===== src/rtl/ldn_alu_wb_buffer_pkg.sv =====
// Shared types for the LDN ALU writeback buffer.
//   XLEN, TRANS_ID_BITS : datapath and scoreboard-id widths
//   fu_op               : functional-unit operator encoding (ALU subset incl. LDN ops)
//   ldn_wb_entry_t      : one queued writeback entry {is_ldn, trans_id, result}
//   is_ldn_op()         : true for the SIMD LDN operators counted on retirement
package ldn_alu_wb_buffer_pkg;

    localparam int unsigned XLEN          = 64;
    localparam int unsigned TRANS_ID_BITS = 3;

    typedef enum logic [7:0] {
        ADD,
        SUB,
        ANDL,
        ORL,
        XORL,
        LDN_MIN,
        LDN_SUBUSAT,
        LDN_ADDUSAT,
        LDN_IDXMINCOMP,
        LDN_IDXMINUP,
        LDN_IDXMINUP2
    } fu_op;

    typedef struct packed {
        logic                     is_ldn;
        logic [TRANS_ID_BITS-1:0] trans_id;
        logic [XLEN-1:0]          result;
    } ldn_wb_entry_t;

    function automatic logic is_ldn_op(input fu_op op);
        logic ldn;
        case (op)
            LDN_MIN, LDN_SUBUSAT, LDN_ADDUSAT,
            LDN_IDXMINCOMP, LDN_IDXMINUP, LDN_IDXMINUP2: ldn = 1'b1;
            default:                                    ldn = 1'b0;
        endcase
        return ldn;
    endfunction

endpackage


===== src/rtl/ldn_alu_wb_buffer.sv =====
// Decoupling FIFO between the ALU and the integer writeback port.
// ALU results (with scoreboard trans_id) are queued so the ALU can keep issuing while the
// writeback arbiter stalls; retired LDN ops are counted for profiling.
// Ports:
//   clk_i, rst_ni                 clock, asynchronous active-low reset
//   flush_i                       drop all queued entries
//   alu_valid_i / alu_ready_o     ALU-side handshake (ready = not full, registered state only)
//   alu_op_i, alu_trans_id_i,
//   alu_result_i                  incoming result and its tag
//   wb_valid_o / wb_ready_i       writeback handshake for the head entry
//   wb_trans_id_o, wb_result_o    head entry contents
//   occupancy_o                   number of entries held
//   clr_cnt_i                     synchronous clear of ldn_cnt_o (wins over increment)
//   ldn_cnt_o                     saturating count of retired LDN ops
module ldn_alu_wb_buffer
    import ldn_alu_wb_buffer_pkg::*;
#(
    parameter int unsigned DEPTH = 2,
    parameter int unsigned CNT_W = 32
) (
    input  logic                       clk_i,
    input  logic                       rst_ni,
    input  logic                       flush_i,
    input  logic                       alu_valid_i,
    output logic                       alu_ready_o,
    input  fu_op                       alu_op_i,
    input  logic [TRANS_ID_BITS-1:0]   alu_trans_id_i,
    input  logic [XLEN-1:0]            alu_result_i,
    output logic                       wb_valid_o,
    input  logic                       wb_ready_i,
    output logic [TRANS_ID_BITS-1:0]   wb_trans_id_o,
    output logic [XLEN-1:0]            wb_result_o,
    output logic [$clog2(DEPTH):0]     occupancy_o,
    input  logic                       clr_cnt_i,
    output logic [CNT_W-1:0]           ldn_cnt_o
);

    localparam int unsigned PTR_W = $clog2(DEPTH);
    localparam logic [CNT_W-1:0] CNT_MAX = '1;

    // Pointers carry one extra MSB: equal low bits with differing MSB means full.
    logic [PTR_W:0]  wr_ptr_q, rd_ptr_q;
    ldn_wb_entry_t   mem_q [DEPTH];
    ldn_wb_entry_t   head;
    logic [CNT_W-1:0] cnt_q;
    logic            full, empty, push, pop;

    assign empty = (wr_ptr_q == rd_ptr_q);
    assign full  = (wr_ptr_q[PTR_W] != rd_ptr_q[PTR_W]) &&
                   (wr_ptr_q[PTR_W-1:0] == rd_ptr_q[PTR_W-1:0]);

    assign alu_ready_o = ~full;
    assign push        = alu_valid_i & ~full & ~flush_i;
    assign pop         = ~empty & wb_ready_i & ~flush_i;

    // No bypass: the head is always read from storage, so a push shows up one cycle later.
    assign head          = mem_q[rd_ptr_q[PTR_W-1:0]];
    assign wb_valid_o    = ~empty;
    assign wb_trans_id_o = head.trans_id;
    assign wb_result_o   = head.result;
    assign occupancy_o   = wr_ptr_q - rd_ptr_q;
    assign ldn_cnt_o     = cnt_q;

    always_ff @(posedge clk_i or negedge rst_ni) begin
        if (!rst_ni) begin
            for (int i = 0; i < int'(DEPTH); i++) begin
                mem_q[i] <= '0;
            end
        end else if (push) begin
            // Only the LDN-ness of the op is needed downstream, so the op is reduced here.
            mem_q[wr_ptr_q[PTR_W-1:0]] <= '{
                is_ldn:   is_ldn_op(alu_op_i),
                trans_id: alu_trans_id_i,
                result:   alu_result_i
            };
        end
    end

    always_ff @(posedge clk_i or negedge rst_ni) begin
        if (!rst_ni) begin
            wr_ptr_q <= '0;
            rd_ptr_q <= '0;
        end else if (flush_i) begin
            wr_ptr_q <= '0;
            rd_ptr_q <= '0;
        end else begin
            if (push) wr_ptr_q <= wr_ptr_q + (PTR_W + 1)'(1);
            if (pop)  rd_ptr_q <= rd_ptr_q + (PTR_W + 1)'(1);
        end
    end

    always_ff @(posedge clk_i or negedge rst_ni) begin
        if (!rst_ni) begin
            cnt_q <= '0;
        end else if (clr_cnt_i) begin
            cnt_q <= '0;
        end else if (pop && head.is_ldn && (cnt_q != CNT_MAX)) begin
            cnt_q <= cnt_q + CNT_W'(1);
        end
    end

endmodule


===== config.mk =====
export PLATFORM = sky130hd
export DESIGN_NAME = ldn_alu_wb_buffer
export DESIGN_NICKNAME = d
export VERILOG_FILES = /design/src/rtl/ldn_alu_wb_buffer_pkg.sv /design/src/rtl/ldn_alu_wb_buffer.sv
export SDC_FILE = /design/constraint.sdc
export NUM_CORES = 1
export LEC_CHECK = 0
export ABC_AREA = 0
export CAP_MARGIN = 5
export CORE_UTILIZATION = 46
export DETAILED_ROUTE_END_ITERATION = 12
export GPL_ROUTABILITY_DRIVEN = 0
export PLACE_DENSITY = 0.86
export SLEW_MARGIN = 5
export SYNTH_ARGS = -nofsm -noshare
export SYNTH_HDL_FRONTEND = slang
export SYNTH_SLANG_ARGS = --single-unit

===== constraint.sdc =====
create_clock -name clk_i -period 2.38 [get_ports clk_i]
set_input_delay 0.595 -clock clk_i [delete_from_list [all_inputs] [get_ports clk_i]]
set_output_delay 0.595 -clock clk_i [all_outputs]
set_load 0.01 [all_outputs]

Yosys cells after proc, flatten, opt, wreduce, memory -nomap -nowiden --
Index checks and enable logic that the tools add are counted.
Storage, ports and cells: flip-flop bits (word level) 172, output and inout port bits 103, logic and storage cells 57
Operators by class: reduce and logical (&&, ||, !) cells 8, bitwise logic cells 9, equal/unequal tests 10, add/sub/neg operators 4, magnitude comparators 3, multiplexer cells 14
Operators by type and width (number):
- 68-bit 2-to-1 mux | 4
- 136-bit bitwise mux | 1
- 68-bit demux with 1-bit select | 1
- 32-bit 2-to-1 mux | 2
- 32-bit by 1-bit adder with 32-bit output (second input constant) | 1
- 32-bit != test (second input constant) | 1
- 8-bit by 3-bit == test with 1-bit output (second input constant) | 3
- 8-bit by 4-bit == test with 1-bit output (second input constant) | 3
- 2-bit 2-to-1 mux | 4
- 2-bit nonzero test | 3
- 6-bit OR reduction | 1
- 2-bit by 1-bit adder with 2-bit output (second input constant) | 2
- 1-bit bitwise AND | 4
- 2-bit greater-or-equal comparator (second input constant) | 2
- 1-bit logical AND | 4
- 1-bit inverter with 2-bit output | 2
- 1-bit inverter | 3
- 2-bit == test | 1
- 2-bit by 1-bit < comparator with 1-bit output (second input constant) | 1
- 1-bit 2-to-1 mux | 2
- 2-bit subtractor | 1
- 1-bit == test | 1
- 1-bit != test | 1

Longest topological paths before layout --
word-level depth 8, depth in mapped cells 8

Worst setup path after synthesis --
Ideal clock, no wire load.
path kind register to register, start point register wr_ptr_q[1], end point register mem_q[130] (netlist bit), setup slack 132 ps, stages on the path, launching flop included 8, data arrival time 2123 ps, setup time 125 ps, path buffers 2, required time 2255 ps, path through dfrtp_1 -> xnor2_1 -> nand2b_1 -> nand2_1 -> nor3_2 -> buf_2 -> buf_4 -> mux2_2
On the way: longest elaborated chain between the ends 5
Ends and longest elaborated chain:
- from (decl) | line ldn_alu_wb_buffer.sv:42 | logic [PTR_W:0] wr_ptr_q, rd_ptr_q;
- from (signal assigned) | line ldn_alu_wb_buffer.sv:87 | if (push) wr_ptr_q <= wr_ptr_q + (PTR_W + 1)'(1);
- 1-bit != test | line ldn_alu_wb_buffer.sv:49 | assign full = (wr_ptr_q[PTR_W] != rd_ptr_q[PTR_W]) &&
- 1-bit logical AND | line ldn_alu_wb_buffer.sv:49
- 1-bit inverter
- named net alu_ready_o | line ldn_alu_wb_buffer.sv:25 | output logic alu_ready_o,
- 1-bit bitwise AND (2 in a row) | line ldn_alu_wb_buffer.sv:53 | assign push = alu_valid_i & ~full & ~flush_i;
- to (signal, indexed assignment) | line ldn_alu_wb_buffer.sv:71 | mem_q[wr_ptr_q[PTR_W-1:0]] <= '{
- to (decl) | line ldn_alu_wb_buffer.sv:43 | ldn_wb_entry_t mem_q [DEPTH];
The timed path passes the listed nets, and every way through them passes these cells. A chain may end at the register's enable or synchronous reset.

Final worst setup path --
start point register rd_ptr_q[0], end point output port wb_result_o[50]
On the way: longest elaborated chain between the ends 4
Ends and longest elaborated chain:
- from (decl) | line ldn_alu_wb_buffer.sv:42
- from (signal assigned) | line ldn_alu_wb_buffer.sv:88 | if (pop) rd_ptr_q <= rd_ptr_q + (PTR_W + 1)'(1);
- 1-bit inverter with 2-bit output (not written as such) | line ldn_alu_wb_buffer.sv:57 | assign head = mem_q[rd_ptr_q[PTR_W-1:0]];
- 68-bit 2-to-1 mux (not written as such) (3 in a row) | line ldn_alu_wb_buffer.sv:57
- to (decl) | line ldn_alu_wb_buffer.sv:32 | output logic [XLEN-1:0] wb_result_o,
No other way between the ends. The select of a mux whose other input is x is not followed.

==> run summary <==
The flow ran to the end, and the final reports show no timing, DRC or antenna violations. 184 I/O pins were placed. The post-synthesis instance total is 599, and the setup slack on the worst flop-to-flop path is 6 ps. Switching component of the power: 3.75 mW. The endpoint identified for the worst register-to-register timing path is ldn_cnt_o[5]$_DFFE_PN0P_. Wires add up to 19500 um.

The number of pins with negative max-slew slack in the final report is 0. The number of nets handed over by synthesis was 682. The net count of the finished layout is 937.

The tools report the total iterations of the first detailed-routing run as 4. In this run, the number of DRC markers left after iteration 0 of detailed routing was 197. In the synthesized netlist the dominant register cell turns out to be sky130_fd_sc_hd__dfrtp_1.

Share of total power consumed by net switching: 0.301. The clock tree skew after final layout is 10.1 ps, and the final design area excluding fillers is 0.0114 mm^2. The run gives 0.402 as the combinational group share of total power.

The worst setup path is captured at an output pin. CTS placed an instance of sky130_fd_sc_hd__clkbuf_16 at the clock tree root. The length in cells of the worst reg-to-reg path is 9. Leading cell type in the layout, fill and taps excluded: sky130_fd_sc_hd__mux2_2. The number of vias after detailed routing was 5860; the number of warnings issued by yosys was 0. Worst min-delay path category: in -> async. Detailed-route wire length per cell: 18.0 um. The area added between synthesis and finish came out at 42.8%. The share of cells above drive strength 1 works out to 0.427.

TritonCTS built the clock tree. The run gives 31400 um as the first-pass GRT wire length. The number of distinct library cells after synthesis came out at 42. The time the final worst path needs with I/O delays and setup was 2370 ps; the maximum count of clock buffers along a single path was 2. The initial core utilization is 0.475.

The die covers 0.0179 mm^2. The part of the power in the clock network is 0.232, and the max-capacitance violation count is 0. After floorplanning, the core was divided into 47 placement rows. Timing would allow up to 421 MHz. The run gives 0 as the initial antenna violation count. Data on the critical path is required at its endpoint by 1780 ps. Using the TritonRoute via totals, the vias-per-cell ratio works out to 5.39. The placeable core area came out at 0.0168 mm^2. The number of flip-flops and latches in the synthesized netlist is 172. The logs give 0.679 for the utilization after layout and 420 ps for the later-pin clock latency in the skew report.

The number of endpoints with negative hold slack in the final report was 0; the total number of clock tree sinks was 172. Clock buffer count from CTS: 17. The run gives 0 as the count of hold buffers inserted by post-cts repair.

Across the VDD grid, the largest voltage drop is 0.706 mV. Input and output buffers added on the ports amount to 183. For the final routed database, the setup TNS stands at 0 ps.

For this run the aggregate overflow at the end of global routing stands at 0. Number of setup violations in the final report: 0. In this run the worst path has a maximum fanout of 5. The headroom to the max-slew limit is 0.636, and the count of unresolved DRC violations after routing is 0. The count of flip-flops with a built-in enable after synthesis came out at 0. The clock input transition at the sequential cells of the worst setup and hold paths was 70 ps; the post-synthesis async set-or-reset flop share was 1.00. Number of global-route vias before repair: 6171. Leaving out fill and tap cells, the most frequent cells in the layout are 203 x sky130_fd_sc_hd__mux2_2, 171 x sky130_fd_sc_hd__dfrtp_1, 111 x sky130_fd_sc_hd__clkdlybuf4s50_1.

The count of nets left with antenna violations once routing finished came out at 0. The average instance in the mapped netlist occupies 13.3 um^2. For the number of diodes, the log shows 0. The tools report the startpoint of the most critical register-to-register path as rd_ptr_q[0]$_DFFE_PN0P_.

STA classifies the critical path startpoint as a flip-flop. The internal portion of the total power is 8.73 mW. Setup repair after global routing could not meet its margin everywhere.

The critical path is of the reg -> out type. The register share of total power is 0.366. In this run the static leakage power is 4.77 nW.

After legalization and detailed placement, the total HPWL measured 12500 um. The register area share after synthesis is 0.540, and the horizontal die dimension is 134 um. Data arrives at the worst endpoint at 1780 ps.

The largest net degree at the start of global routing was 54; the measured slew at the worst slew-check pin was 547 ps. Total power for the finished layout comes to 12.5 mW. The cell area that synthesis handed to floorplanning was 0.00797 mm^2.

The fraction of the cycle the final worst path needs is 0.997, and the overall routing resource usage is 0.223. Power per unit of standard cell area: 1100 mW/mm^2. After detailed placement, the total cell area comes to 0.0105 mm^2.

Across all hold checks on the routed design, the worst slack comes to 97.8 ps. The floorplan step set the die height to 134 um. The H-tree was split into 4 levels.
final cells by class:
cell class / instances / area, um^2
clock buffer: 18 / 439
clock inverter: 14 / 183
fill: 1233 / 5380
inverter: 11 / 41.3
multi-input combinational: 385 / 3590
sequential: 172 / 4310
tap: 220 / 275
timing repair buffer: 267 / 2550
power groups by stage:
stage	clock network [mW]	registers, mW	logic, mW
floorplan	0	4.42	2.86
global placement	0	4.53	5.10
detailed placement	0	4.61	5.19
CTS	2.95	4.58	4.98
global route	3.07	4.73	5.36
finish	2.89	4.57	5.02
repair_timing:
| item | 4_1_cts | 5_1_grt |
|---|---|---|
| endpoints found under the setup margin | 74 | 60 |
| resized for setup | 113 | 53 |
| gates cloned | 3 | 3 |
| pin swaps | 2 | 5 |
| setup buffers | 15 | 3 |
routing by layer:
layer	track usage	vias up	wire length [um]
met2	0.376	194	9660
li1	-	2703	-
met1	0.296	2949	8520
met4	0.0593	0	200
met3	0.0415	14	1140
met5	0	-	0
worst max-delay path, stage by stage (launching register included):
cell	delay [ps]
sky130_fd_sc_hd__dfrtp_2	430
sky130_fd_sc_hd__buf_6	170
sky130_fd_sc_hd__clkbuf_16	160
sky130_fd_sc_hd__mux2_2	320
sky130_fd_sc_hd__dlygate4sd2_1	290
synthesized netlist by cell type (8+ instances only):
cell type / instances / area share
sky130_fd_sc_hd__o31ai_1: 8 / 0.0075
sky130_fd_sc_hd__or3_1: 10 / 0.0079
sky130_fd_sc_hd__nand2_1: 13 / 0.0061
sky130_fd_sc_hd__mux2_2: 204 / 0.29
sky130_fd_sc_hd__o21ai_0: 12 / 0.0075
sky130_fd_sc_hd__nor2b_1: 8 / 0.0063
sky130_fd_sc_hd__nand3_1: 16 / 0.010
sky130_fd_sc_hd__or4_1: 8 / 0.0075
sky130_fd_sc_hd__buf_2: 13 / 0.0082
sky130_fd_sc_hd__dfrtp_1: 172 / 0.54
sky130_fd_sc_hd__nand4_1: 12 / 0.0094
sky130_fd_sc_hd__nor4_1: 10 / 0.0079
sky130_fd_sc_hd__a21oi_1: 20 / 0.013
sky130_fd_sc_hd__inv_1: 11 / 0.0052
sky130_fd_sc_hd__clkbuf_1: 12 / 0.0057
sky130_fd_sc_hd__nor2_1: 19 / 0.0089
logic make-up (layout without fill, tap and decap cells):
group                      Yosys count  in the layout  synth area share
buffers and inverters               43            310            0.0261
and+or+nand+nor                    112            112            0.0801
AOI/OAI and AO/OA                   47             48            0.0393
muxes                              213            213             0.300
xor gates and xnor gates            10             10            0.0110
DFF                                172            172             0.540
adders and majority gates            2              2           0.00314
registers in the layout, summed over array words and instances, names as in the netlist:
| register | cells |
|---|---|
| ldn_cnt_o | 32 |
| mem_q | 136 |
| rd_ptr_q | 2 |
| wr_ptr_q | 2 |
per-stage QoR:
step,worst slack (ps),cells
3_5_place_dp,-258,1033
4_1_cts,-155,1083
2_1_floorplan,132,599
5_1_grt,-64.5,1087
3_3_place_gp,-203,1033
6_report,6.25,1087
worst max-delay path by stage:
stage / from / end / slack (ps) / cells after the start
CTS: rd_ptr_q[0]$_DFFE_PN0P_ / wb_result_o[62] / -150 / 5
global route: rd_ptr_q[0]$_DFFE_PN0P_ / ldn_cnt_o[5]$_DFFE_PN0P_ / -60 / 9
global placement: wb_ready_i / ldn_cnt_o[5]$_DFFE_PN0P_ / -200 / 7
floorplan: wr_ptr_q[1]$_DFFE_PN0P_ / mem_q[130]$_DFFE_PN0P_ / 130 / 7
finish: rd_ptr_q[0]$_DFFE_PN0P_ / wb_result_o[50] / 6 / 4
detailed placement: wb_ready_i / ldn_cnt_o[7]$_DFFE_PN0P_ / -260 / 7
No activity file was read; power rests on OpenSTA's default activity.
